### src/rtl/prog_sequencer.sv
// prog_sequencer: program-counter sequencer with relative/absolute jumps and
// an optional call/return stack.
//
// Optional feature: define PROG_SEQ_STACK_EN to compile in the SD-entry
// return stack (call/ret). Without it, call/ret are ignored and fault is 0.
//
// Ports:
//   clk        in  clock, all state changes on rising edge
//   reset      in  asynchronous active-low reset
//   req        in  level run request
//   start_addr in  first PC of a run, sampled on IDLE->RUN
//   stall      in  hold PC and stack this cycle
//   relj       in  relative jump (prog_ctr + rel_off, modulo 2^D)
//   rel_off    in  signed relative offset
//   absj       in  absolute jump to target
//   target     in  absolute / call destination
//   call       in  push prog_ctr+1, jump to target
//   ret        in  pop return address into PC
//   prog_ctr   out current program counter
//   busy       out high in RUN
//   done       out high in DONE
//   fault      out high in FAULT
//
// Handshake: req is a level request. The host holds req high to run; the
// run ends in DONE (PC reached END_ADDR) or FAULT, and the sequencer stays
// there until the host drops req, which returns it to IDLE. Dropping req
// during RUN abandons the run without a done indication.
module prog_sequencer #(
  parameter int D        = 12,
  parameter int END_ADDR = 128,
  parameter int SD       = 4
) (
  input  logic         clk,
  input  logic         reset,
  input  logic         req,
  input  logic [D-1:0] start_addr,
  input  logic         stall,
  input  logic         relj,
  input  logic [D-1:0] rel_off,
  input  logic         absj,
  input  logic [D-1:0] target,
  input  logic         call,
  input  logic         ret,
  output logic [D-1:0] prog_ctr,
  output logic         busy,
  output logic         done,
  output logic         fault
);

  typedef enum logic [1:0] {
    IDLE  = 2'd0,
    RUN   = 2'd1,
    DONE  = 2'd2,
    FAULT = 2'd3
  } state_t;

  localparam logic [D-1:0] END_PC = D'(END_ADDR);

  state_t       state, state_next;
  logic [D-1:0] pc_next;

`ifdef PROG_SEQ_STACK_EN
  localparam int SP_W  = $clog2(SD + 1);
  localparam int IDX_W = (SD > 1) ? $clog2(SD) : 1;

  logic [D-1:0]    stack_mem [SD];
  logic [SP_W-1:0] sp;
  logic [SP_W-1:0] sp_m1;
  logic            push, pop;

  assign sp_m1 = sp - SP_W'(1);
`else
  // call/ret have no effect in this build.
  logic unused_stack_ports;
  assign unused_stack_ports = &{1'b0, call, ret};
`endif

  // Next state / next PC. End-of-program check comes first so it overrides
  // every control, stall included.
  always_comb begin
    state_next = state;
    pc_next    = prog_ctr;
`ifdef PROG_SEQ_STACK_EN
    push       = 1'b0;
    pop        = 1'b0;
`endif
    unique case (state)
      IDLE: begin
        if (req) begin
          state_next = RUN;
          pc_next    = start_addr;
        end
      end
      RUN: begin
        if (prog_ctr == END_PC) begin
          state_next = DONE;
        end else if (!req) begin
          state_next = IDLE;
        end else if (stall) begin
          pc_next = prog_ctr;
`ifdef PROG_SEQ_STACK_EN
        end else if (ret) begin
          // ret beats call when both are raised; underflow faults with
          // PC and stack untouched.
          if (sp == '0) begin
            state_next = FAULT;
          end else begin
            pop     = 1'b1;
            pc_next = stack_mem[sp_m1[IDX_W-1:0]];
          end
        end else if (call) begin
          if (sp == SP_W'(SD)) begin
            state_next = FAULT;
          end else begin
            push    = 1'b1;
            pc_next = target;
          end
`endif
        end else if (absj) begin
          pc_next = target;
        end else if (relj) begin
          pc_next = prog_ctr + rel_off;  // wraps modulo 2^D
        end else begin
          pc_next = prog_ctr + D'(1);
        end
      end
      DONE, FAULT: begin
        if (!req) state_next = IDLE;
      end
      default: state_next = IDLE;
    endcase
  end

  always_ff @(posedge clk or negedge reset) begin
    if (!reset) begin
      state    <= IDLE;
      prog_ctr <= '0;
    end else begin
      state    <= state_next;
      prog_ctr <= pc_next;
    end
  end

`ifdef PROG_SEQ_STACK_EN
  always_ff @(posedge clk or negedge reset) begin
    if (!reset) begin
      sp <= '0;
    end else if (state == IDLE && req) begin
      sp <= '0;
    end else if (push) begin
      sp <= sp + SP_W'(1);
    end else if (pop) begin
      sp <= sp_m1;
    end
  end

  // Stack storage needs no reset: entries are only read below the pointer.
  always_ff @(posedge clk) begin
    if (push) stack_mem[sp[IDX_W-1:0]] <= prog_ctr + D'(1);
  end

  assign fault = (state == FAULT);
`else
  assign fault = 1'b0;
`endif

  assign busy = (state == RUN);
  assign done = (state == DONE);

endmodule

### config.mk
export PLATFORM = sky130hd
export DESIGN_NAME = prog_sequencer
export DESIGN_NICKNAME = d
export VERILOG_FILES = /design/src/rtl/prog_sequencer.sv
export SDC_FILE = /design/constraint.sdc
export NUM_CORES = 1
export LEC_CHECK = 0
export BUFFER_PORTS_ARGS = -buffer_cell sky130_fd_sc_hd__buf_4
export CORE_MARGIN = 1.5
export CORE_UTILIZATION = 48
export DETAILED_ROUTE_END_ITERATION = 12
export GPL_ROUTABILITY_DRIVEN = 0
export GPL_TIMING_DRIVEN = 0
export HOLD_SLACK_MARGIN = 0.02
export PLACE_DENSITY_LB_ADDON = 0.15
export SLEW_MARGIN = 40
export SYNTH_ARGS = -nofsm -noshare
export SYNTH_HDL_FRONTEND = slang
export SYNTH_SLANG_ARGS = --single-unit
### constraint.sdc
create_clock -name clk -period 3.09 [get_ports clk]
set_clock_uncertainty 0.1 [all_clocks]
set_input_delay 0.1545 -clock clk [delete_from_list [all_inputs] [get_ports clk]]
set_output_delay 0.1545 -clock clk [all_outputs]
set_load 0.03 [all_outputs]
# ---- After elaboration in Yosys (flattened, before gate mapping)
# Cells that the tools add are included.
dict set report classes {
  add_sub_neg 2
  n_eq_ne 8
  muxes 11
  reduce_logical 4
}
# cell count
set ops {}
lappend ops {{12-bit two-way mux} 6}
lappend ops {{12-bit one-hot mux with 2 select lines} 1}
lappend ops {{12-bit by 1-bit adder with 12-bit output, second input constant} 1}
lappend ops {{12-bit adder} 1}
lappend ops {{12-bit by 8-bit equality test with 1-bit output, second input constant} 1}
lappend ops {{2-bit != test, second input constant} 4}
lappend ops {{2-bit two-way mux} 3}
lappend ops {{2-bit one-hot mux with 3 select lines} 1}
lappend ops {{5-bit AND reduction} 1}
lappend ops {{2-bit equality test, second input constant} 2}
lappend ops {{2-bit by 1-bit equality test with 1-bit output, second input constant} 1}
lappend ops {{2-bit zero test} 1}
lappend ops {{2-bit nonzero test} 1}
lappend ops {{2-bit OR reduction} 1}
dict set report totals {
  register_bits 14
  input_bits 44
  out_inout_bits 15
  elab_cells 27
}

# ---- Logic depth before layout (Yosys ltp)
# Gate-level depths: netlist (run 1).
dict set report depth {
  word_depth 7
  ltp_mapped 10
  depth_no_buf 10
}

# ---- Worst setup path after synthesis (run 1)
# No wires, ideal clock.
dict set report synth_timing {
  path_type {flip-flop to flip-flop}
  from {register prog_ctr[0]}
  to {register prog_ctr[10]}
  setup_ns 0.076
  t_arrival_ns 2.198
  t_required_ns 2.914
  setup_slack_ns 0.716
  path_stages_with_launch 10
  path_buffers 0
  cell_sequence {dfrtp_1 ha_1 inv_1 fa_1 nor2b_1 o31a_1 o21ai_1 nor3_1 mux2_2 o21ai_1}
}
dict set report synth_between {
  elab_chain_len 7
  word_cells_on_any_way 11
  classes_between {add/sub (2); eq/ne (2); mux (6); reduce/logical (1)}
}
# item line
set synth_lines {}
lappend synth_lines {{start, declared} 44} ;# output logic [D-1:0] prog_ctr,
lappend synth_lines {{start signal, assigned} 140} ;# prog_ctr <= pc_next;
lappend synth_lines {{12-bit by 1-bit adder with 12-bit output / 12-bit adder (equally long branches)} {124, 122}}
lappend synth_lines {{12-bit two-way mux} 121} ;# end else if (relj) begin
lappend synth_lines {{12-bit two-way mux} 119} ;# end else if (absj) begin
lappend synth_lines {{12-bit two-way mux} 99} ;# end else if (stall) begin
lappend synth_lines {{12-bit two-way mux} 97} ;# end else if (!req) begin
lappend synth_lines {{12-bit two-way mux} 95} ;# if (prog_ctr == END_PC) begin
lappend synth_lines {{12-bit one-hot mux with 2 select lines} 87} ;# unique case (state)
# Several ways; a longest one is shown, not always the timed one. The select of a mux whose other input is x is not followed.
# A chain may end at the register's enable or synchronous reset.

# ---- Final worst setup path (run 1)
# Same ends and word-level chain as after synthesis.

==> results by group, run 1 <==
Floorplan
  • Die Y: 57.9 um
  • Die area: ~3400 um^2
  • Core area: approximately 2800 um^2
  • I/O Pins: 59
  • Die X: between 50 and 60 um
  • Initial core utilization: 51.6%
  • Row count: 19

Drt
  • Number of nets with antenna violations after routing: 0
  • Initial DRC count: 113
  • Total iterations of the first detailed-routing run: 6
  • Drt wl/cell: 15.4 um
  • Vias per inst: 5.91
  • Vias: roughly 1600
  • WL final: 4120 um
  • DRC viols: 0

CTS
  • TritonCTS clock tree: built
  • Num CTS Buffers: 3
  • H-tree depth: 1
  • CTS root buf: clkbuf_4
  • Post-CTS Setup Bufs: 0
  • CTS clk-pin slew, worst paths: 90 ps
  • Clock Sink Count: 14
  • Clock Tree Buf Depth: 2
  • Clk_lat worst skew: 290 ps

Timing
  • Tcrit/Tclk final: 79.6%
  • Tightest Pin Transition: between 700 and 800 ps
  • Tmin final: 2460 ps
  • Pins Over Slew Limit: 0
  • Hold slack: approximately 43 ps
  • Headroom to the max-slew limit: ~52%
  • Final setup vio count: 0
  • RSZ-0062 raised after global routing: false
  • Fin. Hold Viols: 0
  • Final worst slack: 631 ps
  • Max Clock Freq: 407 MHz
  • Setup TNS: 0 ps

Global route
  • GRT Residual Overflow: 0
  • Total GRT Usage: 26.9%
  • First-pass GRT wire length: about 6800 um
  • Antenna violations before repair: 0
  • Largest net degree at the start of global routing: 15
  • Vias in the first global route: 1524

Critical path
  • CP max FO: 4
  • Worst-path cell chain: ha_1 > inv_1 > fa_1 > nor2b_1 > o31a_1 > o21ai_1 > nor3_1 > mux2_2 > o21ai_1
  • Critical Path End Type: flop
  • Slowest stage cell, crit path: dfrtp_1
  • Reg2Reg Setup Slack: 630 ps
  • Cell mode on critical path: o21ai_1
  • CP startpoint kind: flop
  • Worst Path Required: approximately 3200 ps
  • Crit-path max cell delay: between 400 and 500 ps
  • Crit path DAT: ~2600 ps
  • Kind of critical path: flop to flop

Layout
  • Share of cells above drive strength 1: just over 30%
  • Final Core Density: 70.2%
  • Fillers: 233
  • # diodes: 0
  • Post-Layout Cell Count: about 270
  • Final net count: 293
  • Layout area overhead: 36.0%
  • Design Area, Final: 1970 um^2

Run
  • MaxCap Viol Count: 0

Logic synthesis
  • Number of synthesized register bits: 14
  • Register area share after synthesis: 24.2%
  • Leading cell type by number of instances after synthesis: nand2_1
  • FFs w/ async S/R, synth: 100%
  • Largest area contributor in the netlist: dfrtp_1
  • Synth Flop Type: dfrtp_1
  • Cell variety after synth: 53
  • Yosys warning total: 0
  • Mean area per synthesized cell: 8.32 um^2
  • Synth top area share: 24.2%
  • Post-synth EDFFs: 0
  • Post-synth top cells: nand2_1, dfrtp_1, o21ai_0
  • Post-Synthesis Net Count: 230
  • Top area cells in the synthesized netlist: dfrtp_1, ha_1, nand2_1
  • Synth Cell Area: about 1400 um^2
  • Post-Syn Instances: 174

Power and ir drop
  • Pwr dens: 448 nW/um^2
  • Power Total: approximately 900 uW
  • LEAKAGE: 0.916 nW
  • VDD IR-drop max: 0.297 mV

Placement
  • Port bufs: 54
  • Post-place setup slack: 495 ps
  • Placed instance area: 1890 um^2
  • Hpwl dp: 3280 um
  • DP Cell Count: approximately 260

Hold path
  • HP Class: input port to flop

Run status
  • Status: completed
[cell type report]
class | instances | area (um^2) | share of cell area (%)
Buffer | 8 | 57.6 | 2.92
Clock buffer | 4 | 36.3 | 1.84
Inverter | 8 | 30.0 | 1.53
Multi-Input combinational cell | 144 | 1010 | 51.3
Sequential cell | 14 | 350 | 17.8
Tap cell | 31 | 38.8 | 1.97
Timing Repair Buffer | 58 | 445 | 22.6
[flip-flops by register name, indices dropped and copies added (netlist names)]
name / cells
prog_ctr: 12
state: 2
[path summary, 6_finish.rpt]
check                               endpoint        start  cells after the start
worst max-delay path            prog_ctr[10]  prog_ctr[0]                      9
worst min-delay path            prog_ctr[11]   target[11]                      3
worst max register to register  prog_ctr[10]  prog_ctr[0]                      9
worst min register to register      state[1]     state[1]                      2
max in group asynchronous       prog_ctr[11]        reset                      2
min in group asynchronous        prog_ctr[3]        reset                      2
[what timing repair did]
| item | in CTS | in global routing |
|---|---|---|
| resized for setup | 0 | 0 |
| endpoints found under the hold margin | 17 | 0 |
| hold buffers | 4 | 0 |
[worst max-delay path: cells and delay by family (launching register included)]
kind	cells	cell delay, ps
fa+ha+maj	2	620
buf+inv	1	70
mux	1	360
flops	1	410
simple gates	2	370
compound gates	3	460
[per-layer routing]
| metal | wire (um) | global-route usage, % | part of all wire, % |
|---|---|---|---|
| met2 | 1960 | 42.2 | 48 |
| met4 | 99 | 12.0 | 2.4 |
| met3 | 272 | 2.90 | 6.6 |
| met5 | 0 | 0 | 0 |
| met1 | 1790 | 37.4 | 43 |
[layout by cell type (no fill, tap or decap), types with 2 or more instances in the layout]
cell type / Yosys / final
xnor2_1: 5 / 5
o21ai_1: 4 / 4
dlygate4sd3_1: 0 / 4
and2_1: 9 / 9
nand2b_1: 2 / 2
ha_1: 11 / 11
nor2_1: 8 / 8
a21oi_1: 11 / 11
buf_4: 1 / 55
a211oi_1: 3 / 3
dfrtp_1: 14 / 14
o31ai_1: 2 / 2
nor4_1: 4 / 4
a221oi_1: 3 / 3
mux2i_1: 2 / 2
clkbuf_4: 0 / 3
nand2_1: 20 / 20
nor3_1: 4 / 4
inv_1: 7 / 7
nor3b_1: 6 / 6
o21a_1: 2 / 2
buf_6: 3 / 3
nor4b_1: 2 / 2
nor2b_1: 5 / 5
o21ai_0: 14 / 14
xor2_1: 2 / 2
clkbuf_1: 2 / 2
[logic make-up after synthesis]
kind of cell               after synthesis  share of synthesized area (%)
and+or+nand+nor                         69                           28.2
AOI/OAI and AO/OA                       52                           24.0
buffers and inverters                   16                           6.05
DFF                                     14                           24.2
adders and majority gates               12                           10.9
xor gates and xnor gates                 7                           4.24
muxes                                    3                           2.16
other                                    1                          0.259
[where the power goes]
part	internal (mW)	switching, mW
Clock	0.0718	0.0653
Combinational	0.211	0.275
Sequential	0.214	0.0433
No activity file was read; power rests on OpenSTA's default activity.
==> run 2, diff against run 1 <==
Settings changed: CORE_UTILIZATION 48 to 44.
Clock period 3.09 ns to 2.2 ns, I/O delays scaled along.
==> run 2 against run 1 <==
Count of clock-buffer cells in the layout is the same. Critical path type unchanged. Die area grew 8.6%. The run now ends with setup timing left. First-iteration DRC count shrank 45%. Wire length grew 4.2%. Register-to-register slack lost 660 ps. Setup slack lost 660 ps. Sequential share of layout area shrank 1.2 points. Cell area grew 8.1%.
==> results by group, run 2 (synthesized netlist as in run 1, its figures left out) <==
Placement
  • Port bufs: 54 (unchanged)
  • Hpwl dp: 3360 um (+2.4%)
  • Post-place setup slack: -300 ps (-795 ps)

Power and ir drop
  • LEAKAGE: 0.947 nW (+3.3%)
  • Pwr dens: 621 nW/um^2 (+39%)
  • Switching pwr: 571 uW (+49%)
  • Power share of the clock group: 14.5% (-1.1 points)
  • Combinational power share: 57.3% (+2.1 points)
  • Cell Int Power: 750 uW (+51%)
  • VDD IR-drop max: 0.379 mV (+28%)
  • Sequential share of power: 28.2% (-1.1 points)
  • Sw frac: 43.2% (-0.31 points)

Floorplan
  • Die area: 3640 um^2 (+8.6%)
  • Row count: 20 (+1)
  • Die X: 60.4 um (+4.2%)
  • Core area: 3080 um^2 (+9.7%)
  • Die Y: 60.4 um (+4.2%)
  • Initial core utilization: 47.0% (-4.6 points)
  • I/O Pins: 59 (unchanged)

Drt
  • WL final: 4290 um (+4.2%)
  • Vias per inst: 5.40 (-8.5%)
  • DRC viols: 0 (unchanged)
  • Total iterations of the first detailed-routing run: 4 (-2)
  • Vias: 1535 (-2.7%)
  • Initial DRC count: 62 (-45%)
  • Drt wl/cell: 15.1 um (-2.0%)
  • Number of nets with antenna violations after routing: 0 (unchanged)

Layout
  • Most common cell after layout, fill and taps aside: buf_4
  • Largest registers: prog_ctr x12, state x2
  • Largest register FFs: 12 (unchanged)
  • Final net count: 297 (+1.4%)
  • Share of cells above drive strength 1: 40.0% (+9.1 points)
  • # diodes: 0 (unchanged)
  • Most frequent cells in the layout: buf_4, nand2_1, o21ai_0
  • Layout area overhead: 47.0%
  • Largest Register: prog_ctr

Hold path
  • Worst hold start: start_addr[4]
  • HP Class: input port to flop

Critical path
  • Cell family with the largest share of critical-path delay: compound AO/OA/AOI/OAI gates
  • Kind of critical path: flop to flop
  • WP buf/inv: 1 (unchanged)
  • CP startpoint kind: flop
  • Crit-path max cell delay: 400 ps (about the same)
  • Slowest stage cell, crit path: dfrtp_2
  • Worst-path cell chain: ha_4 > inv_2 > fa_2 > nor2b_4 > o31a_1 > o21ai_2 > xnor2_1 > o21ai_1 > a221o_1
  • Crit path DAT: 2310 ps (-270 ps)
  • Worst Setup SP: prog_ctr[0]
  • Critical Path End Type: flop
  • Worst flop-to-flop path startpoint: prog_ctr[0]
  • CP max FO: 3 (-1)
  • Worst Path Required: 2280 ps (-930 ps)

CTS
  • CTS root buf: clkbuf_4
  • Clock Tree Buf Depth: 2 (unchanged)
  • Clock Sink Count: 14 (unchanged)
  • H-tree depth: 1 (unchanged)
  • Num CTS Buffers: 3 (unchanged)
  • Clk_lat worst skew: 280 ps (about the same)
  • CTS clk-pin slew, worst paths: 100 ps (about the same)
  • TritonCTS clock tree: built

Timing
  • Final setup vio count: 2 (+2)
  • Final worst slack: -31.6 ps (-663 ps)
  • Pins Over Slew Limit: 0 (unchanged)
  • Tightest Pin Transition: 704 ps (-0.777 ps)
  • RSZ-0062 raised after global routing: true
  • Tcrit/Tclk final: 101% (+22 points)
  • Tmin final: 2230 ps (-227 ps)
  • Headroom to the max-slew limit: 52.4% (+0.052 points)
  • Hold slack: 16.0 ps (-27.2 ps)
  • Max Clock Freq: 448 MHz (+10%)
  • Fin. Hold Viols: 0 (unchanged)

Global route
  • Vias in the first global route: 1607 (+5.4%)
  • Total GRT Usage: 25.4% (-1.4 points)
  • GR Layer Usage met3: 2.35% (-0.56 points)
  • GRT Residual Overflow: 0 (unchanged)
  • First-pass GRT wire length: 7020 um (+2.8%)
  • Largest net degree at the start of global routing: 15 (unchanged)
  • Antenna violations before repair: 0 (unchanged)
  • Met1 Usage GRT: 34.5% (-2.9 points)
  • Layer with the highest usage: met2
  • GRT met2 Usage: 43.3% (+1.1 points)

Run status
  • Status: finished, violations left
  • Failing checks: setup timing

Run
  • MaxCap Viol Count: 0 (unchanged)
## run 2: routing by layer
layer	routed length, um	up-vias
met3	185	4
met2	2120	45
met4	51	0
li1	-	770
met5	0	-
met1	1930	716
## run 2: path summary, 6_finish.rpt
path,to,slack [ps],cells after the start
min,prog_ctr[4],20,3
max,prog_ctr[8],-30,9
min in group asynchronous,prog_ctr[11],120,2
min reg2reg,state[1],450,2
max in group asynchronous,prog_ctr[1],1690,2
max reg2reg,prog_ctr[8],-30,9
## run 2: worst reg2reg max path: cells and delay by family, from the launching register on
| kind | cells | cell delay, ps |
|---|---|---|
| AOI/OAI and AO/OA | 4 | 690 |
| adders and majority gates | 2 | 550 |
| DFF | 1 | 400 |
| xor gates and xnor gates | 1 | 210 |
| and+or+nand+nor | 1 | 140 |
| buffers and inverters | 1 | 40 |
## run 2: cell type report
cell class	count	area [um^2]
Multi-Input combinational cell	144	1110
Fill cell	270	950
Timing Repair Buffer	63	485
Sequential cell	14	354
Tap cell	44	55.1
Buffer	7	53.8
Clock buffer	4	36.3
Inverter	8	30.0
## run 2: repair_timing
action,CTS,global route
cloned,0,0
hold buffers,5,0
setup buffers,1,3
gates resized for setup,6,10
endpoints found under the hold margin,19,0
pin swaps,2,7
setup endpoints to repair,5,7
## run 2: metrics by stage
| step | TNS (ps) | cell area [um^2] | power [mW] | std cells | utilization (%) |
|---|---|---|---|---|---|
| CTS | -2.33 | 2060 | 1.27 | 282 | 67.0 |
| finish | -46.6 | 2130 | 1.32 | 284 | 69.1 |
| global placement | -1110 | 1930 | 1.03 | 272 | 62.8 |
| detailed placement | -1470 | 1930 | 1.04 | 272 | 62.8 |
| floorplan | -11.4 | 1470 | 0.812 | 174 | - |
| global route | -449 | 2130 | 1.40 | 284 | 69.1 |
## run 2: power by group through the flow
stage               Sequential, mW  Clock, mW  Combinational, mW
global placement             0.366          0              0.659
detailed placement           0.370          0              0.675
floorplan                    0.438          0              0.374
CTS                          0.365      0.189              0.715
global route                 0.381      0.205              0.812
finish                       0.373      0.192              0.757
==> run 3, diff against run 2 <==
Settings changed: CORE_ASPECT_RATIO from default to 1.4.
==> run 3 against run 2 <==
The flow now finishes without violations. Hold slack better by 38 ps. Fmax is 4.0% higher. Register-to-register slack better by 80 ps. Setup slack better by 85 ps. Die area is 0.13% higher. Via count is 0.72% higher. Global-route usage is 0.97 points lower. Wire length is 2.1% higher. Non-clock buffer count is 2 lower. Critical path depth stayed put. First-iteration DRC count is 4.8% lower. Cell count is 2.5% lower. Critical endpoint is now prog_ctr[10]. Largest power group unchanged.
==> results by group, run 3 (synthesized netlist as in run 1, its figures left out) <==
Drt
  • WL final: 4380 um (+2.1%)
  • Initial DRC count: 59 (-4.8%)
  • Vias: 1546 (+0.72%)
  • DRC viols: 0 (unchanged)
  • Total iterations of the first detailed-routing run: 4 (unchanged)
  • Drt wl/cell: 15.8 um (+4.6%)
  • Vias per inst: 5.58 (+3.3%)
  • Number of nets with antenna violations after routing: 0 (unchanged)

Hold path
  • Hold depth: 3 (unchanged)
  • HP Class: input port to flop

Power and ir drop
  • Pwr dens: 645 nW/um^2 (+3.9%)
  • VDD IR-drop max: 0.429 mV (+13%)
  • LEAKAGE: 0.950 nW (+0.32%)

Critical path
  • CP startpoint kind: flop
  • Worst Path Required: 2280 ps (about the same)
  • CP max FO: 3 (unchanged)
  • Kind of critical path: flop to flop
  • Crit path DAT: 2220 ps (-90 ps)
  • Cell count of the worst reg-to-reg path: 9 (unchanged)
  • Worst R2R End: prog_ctr[10]
  • Critical Path Sink: prog_ctr[10]
  • Worst Setup SP: prog_ctr[0]
  • Worst flop-to-flop path startpoint: prog_ctr[0]
  • Critical Path End Type: flop
  • Reg2Reg Setup Slack: 50 ps (+80 ps)

Layout
  • Most common cell after layout, fill and taps aside: buf_4
  • Post-Layout Cell Count: 277 (-2.5%)
  • Largest registers: prog_ctr x12, state x2
  • Final net count: 295 (-0.67%)
  • Largest Register: prog_ctr
  • # diodes: 0 (unchanged)
  • Design Area, Final: 2180 um^2 (+2.3%)
  • Largest register FFs: 12 (unchanged)
  • Layout area overhead: 50.4%
  • Most frequent cells in the layout: buf_4, nand2_1, o21ai_0
  • Share of cells above drive strength 1: 41.6% (+1.6 points)

Floorplan
  • Die X: 51.5 um (-15%)
  • Core area: 3120 um^2 (+1.5%)
  • Row count: 24 (+20%)
  • Die area: 3650 um^2 (+0.13%)
  • Die Y: 70.9 um (+17%)
  • I/O Pins: 59 (unchanged)
  • Initial core utilization: 46.4% (-0.68 points)

Placement
  • DP Cell Count: 267 (-1.8%)
  • Hpwl dp: 3340 um (-0.54%)
  • Port bufs: 54 (unchanged)
  • Placed instance area: 1930 um^2 (-0.32%)

Global route
  • Vias in the first global route: 1561 (-2.9%)
  • Largest net degree at the start of global routing: 15 (unchanged)
  • First-pass GRT wire length: 6820 um (-2.9%)
  • GRT Residual Overflow: 0 (unchanged)
  • Antenna violations before repair: 0 (unchanged)
  • Total GRT Usage: 24.5% (-0.97 points)

Timing
  • Pins Over Slew Limit: 0 (unchanged)
  • Max Clock Freq: 466 MHz (+4.0%)
  • Tmin final: 2150 ps (-85.0 ps)
  • Setup TNS: 0 ps (+46.6 ps)
  • Fin. Hold Viols: 0 (unchanged)
  • Tightest Pin Transition: 535 ps (-168 ps)
  • Headroom to the max-slew limit: 63.8% (+11 points)
  • Tcrit/Tclk final: 97.6% (-3.9 points)
  • Final setup vio count: 0 (-2)
  • RSZ-0062 raised after global routing: true

CTS
  • Clk_lat worst skew: 250 ps (-30 ps)
  • TritonCTS clock tree: built
  • CTS root buf: clkbuf_8
  • Num CTS Buffers: 3 (unchanged)
  • Clock Tree Buf Depth: 2 (unchanged)
  • CTS clk-pin slew, worst paths: 60 ps (-40 ps)
  • Clock Sink Count: 14 (unchanged)
  • H-tree depth: 1 (unchanged)

Run
  • MaxCap Viol Count: 0 (unchanged)

Run status
  • Status: completed
## run 3: cell types whose count changed in the layout (fill, tap and decap cells not counted), moves of 2 or more
| cell | previous run | this run |
|---|---|---|
| buf_4 | 59 | 57 |
| clkbuf_4 | 3 | 0 |
| clkbuf_8 | 1 | 4 |
| dfrtp_1 | 11 | 9 |
| dfrtp_2 | 3 | 5 |
| ha_1 | 7 | 5 |
| ha_4 | 4 | 6 |
## run 3: critical path, cell delays in order (launching register included)
cell     delay (ps)
dfrtp_2         380
ha_4            150
inv_2            40
fa_2            360
nor2b_4         140
o31a_1          220
o21ai_2          90
nor3_2          150
mux2_4          320
o21ai_2         130
## run 3: stage by stage
stage	utilization (%)	power, mW	hold WS, ps	worst slack [ps]
2_1_floorplan	-	0.812	-286	-11.4
3_3_place_gp	61.7	1.03	-132	-275
3_5_place_dp	61.7	1.05	-130	-383
4_1_cts	65.7	1.32	52.9	1.75
5_1_grt	69.7	1.49	96.6	-45.5
6_report	69.7	1.40	54.4	53.4
## run 3: metal layers
layer | GRT usage, % | part of all wire [%] | wire (um)
met5 | 0 | 0 | 0
met1 | 28.0 | 40 | 1760
met3 | 2.95 | 4.1 | 180
met4 | 7.60 | 1.2 | 51
met2 | 45.7 | 55 | 2390
## run 3: worst min-delay path by stage
stage | start | end | slack, ps
after CTS | start_addr[4] | prog_ctr[4] | 50
after detailed placement | reset | prog_ctr[3] | -130
final | start_addr[4] | prog_ctr[4] | 50
after floorplan | reset | prog_ctr[0] | -290
after global routing | start_addr[4] | prog_ctr[4] | 100
after global placement | reset | prog_ctr[3] | -130
## run 3: final cells by class
| class | count | area [um^2] |
|---|---|---|
| Inverter | 8 | 30.0 |
| Sequential cell | 14 | 357 |
| Timing Repair Buffer | 61 | 470 |
| Buffer | 7 | 53.8 |
| Multi-Input combinational cell | 144 | 1160 |
| Clock buffer | 4 | 55.1 |
| Tap cell | 39 | 48.8 |
| Fill cell | 279 | 946 |
## run 3: power breakdown
group / total [mW] / switching, mW / internal, mW
Sequential: 0.382 / 0.0768 / 0.305
Clock: 0.252 / 0.0939 / 0.159
Combinational: 0.769 / 0.410 / 0.359
Total: 1.40 / 0.581 / 0.823
## run 3: repair_timing
item                                    4_1_cts  5_1_grt
pin swaps                                     2        7
endpoints found under the setup margin        5        6
hold endpoints to repair                     18        0
hold buffers                                  5        0
buffers inserted                              1        1
resized for setup                             3       22
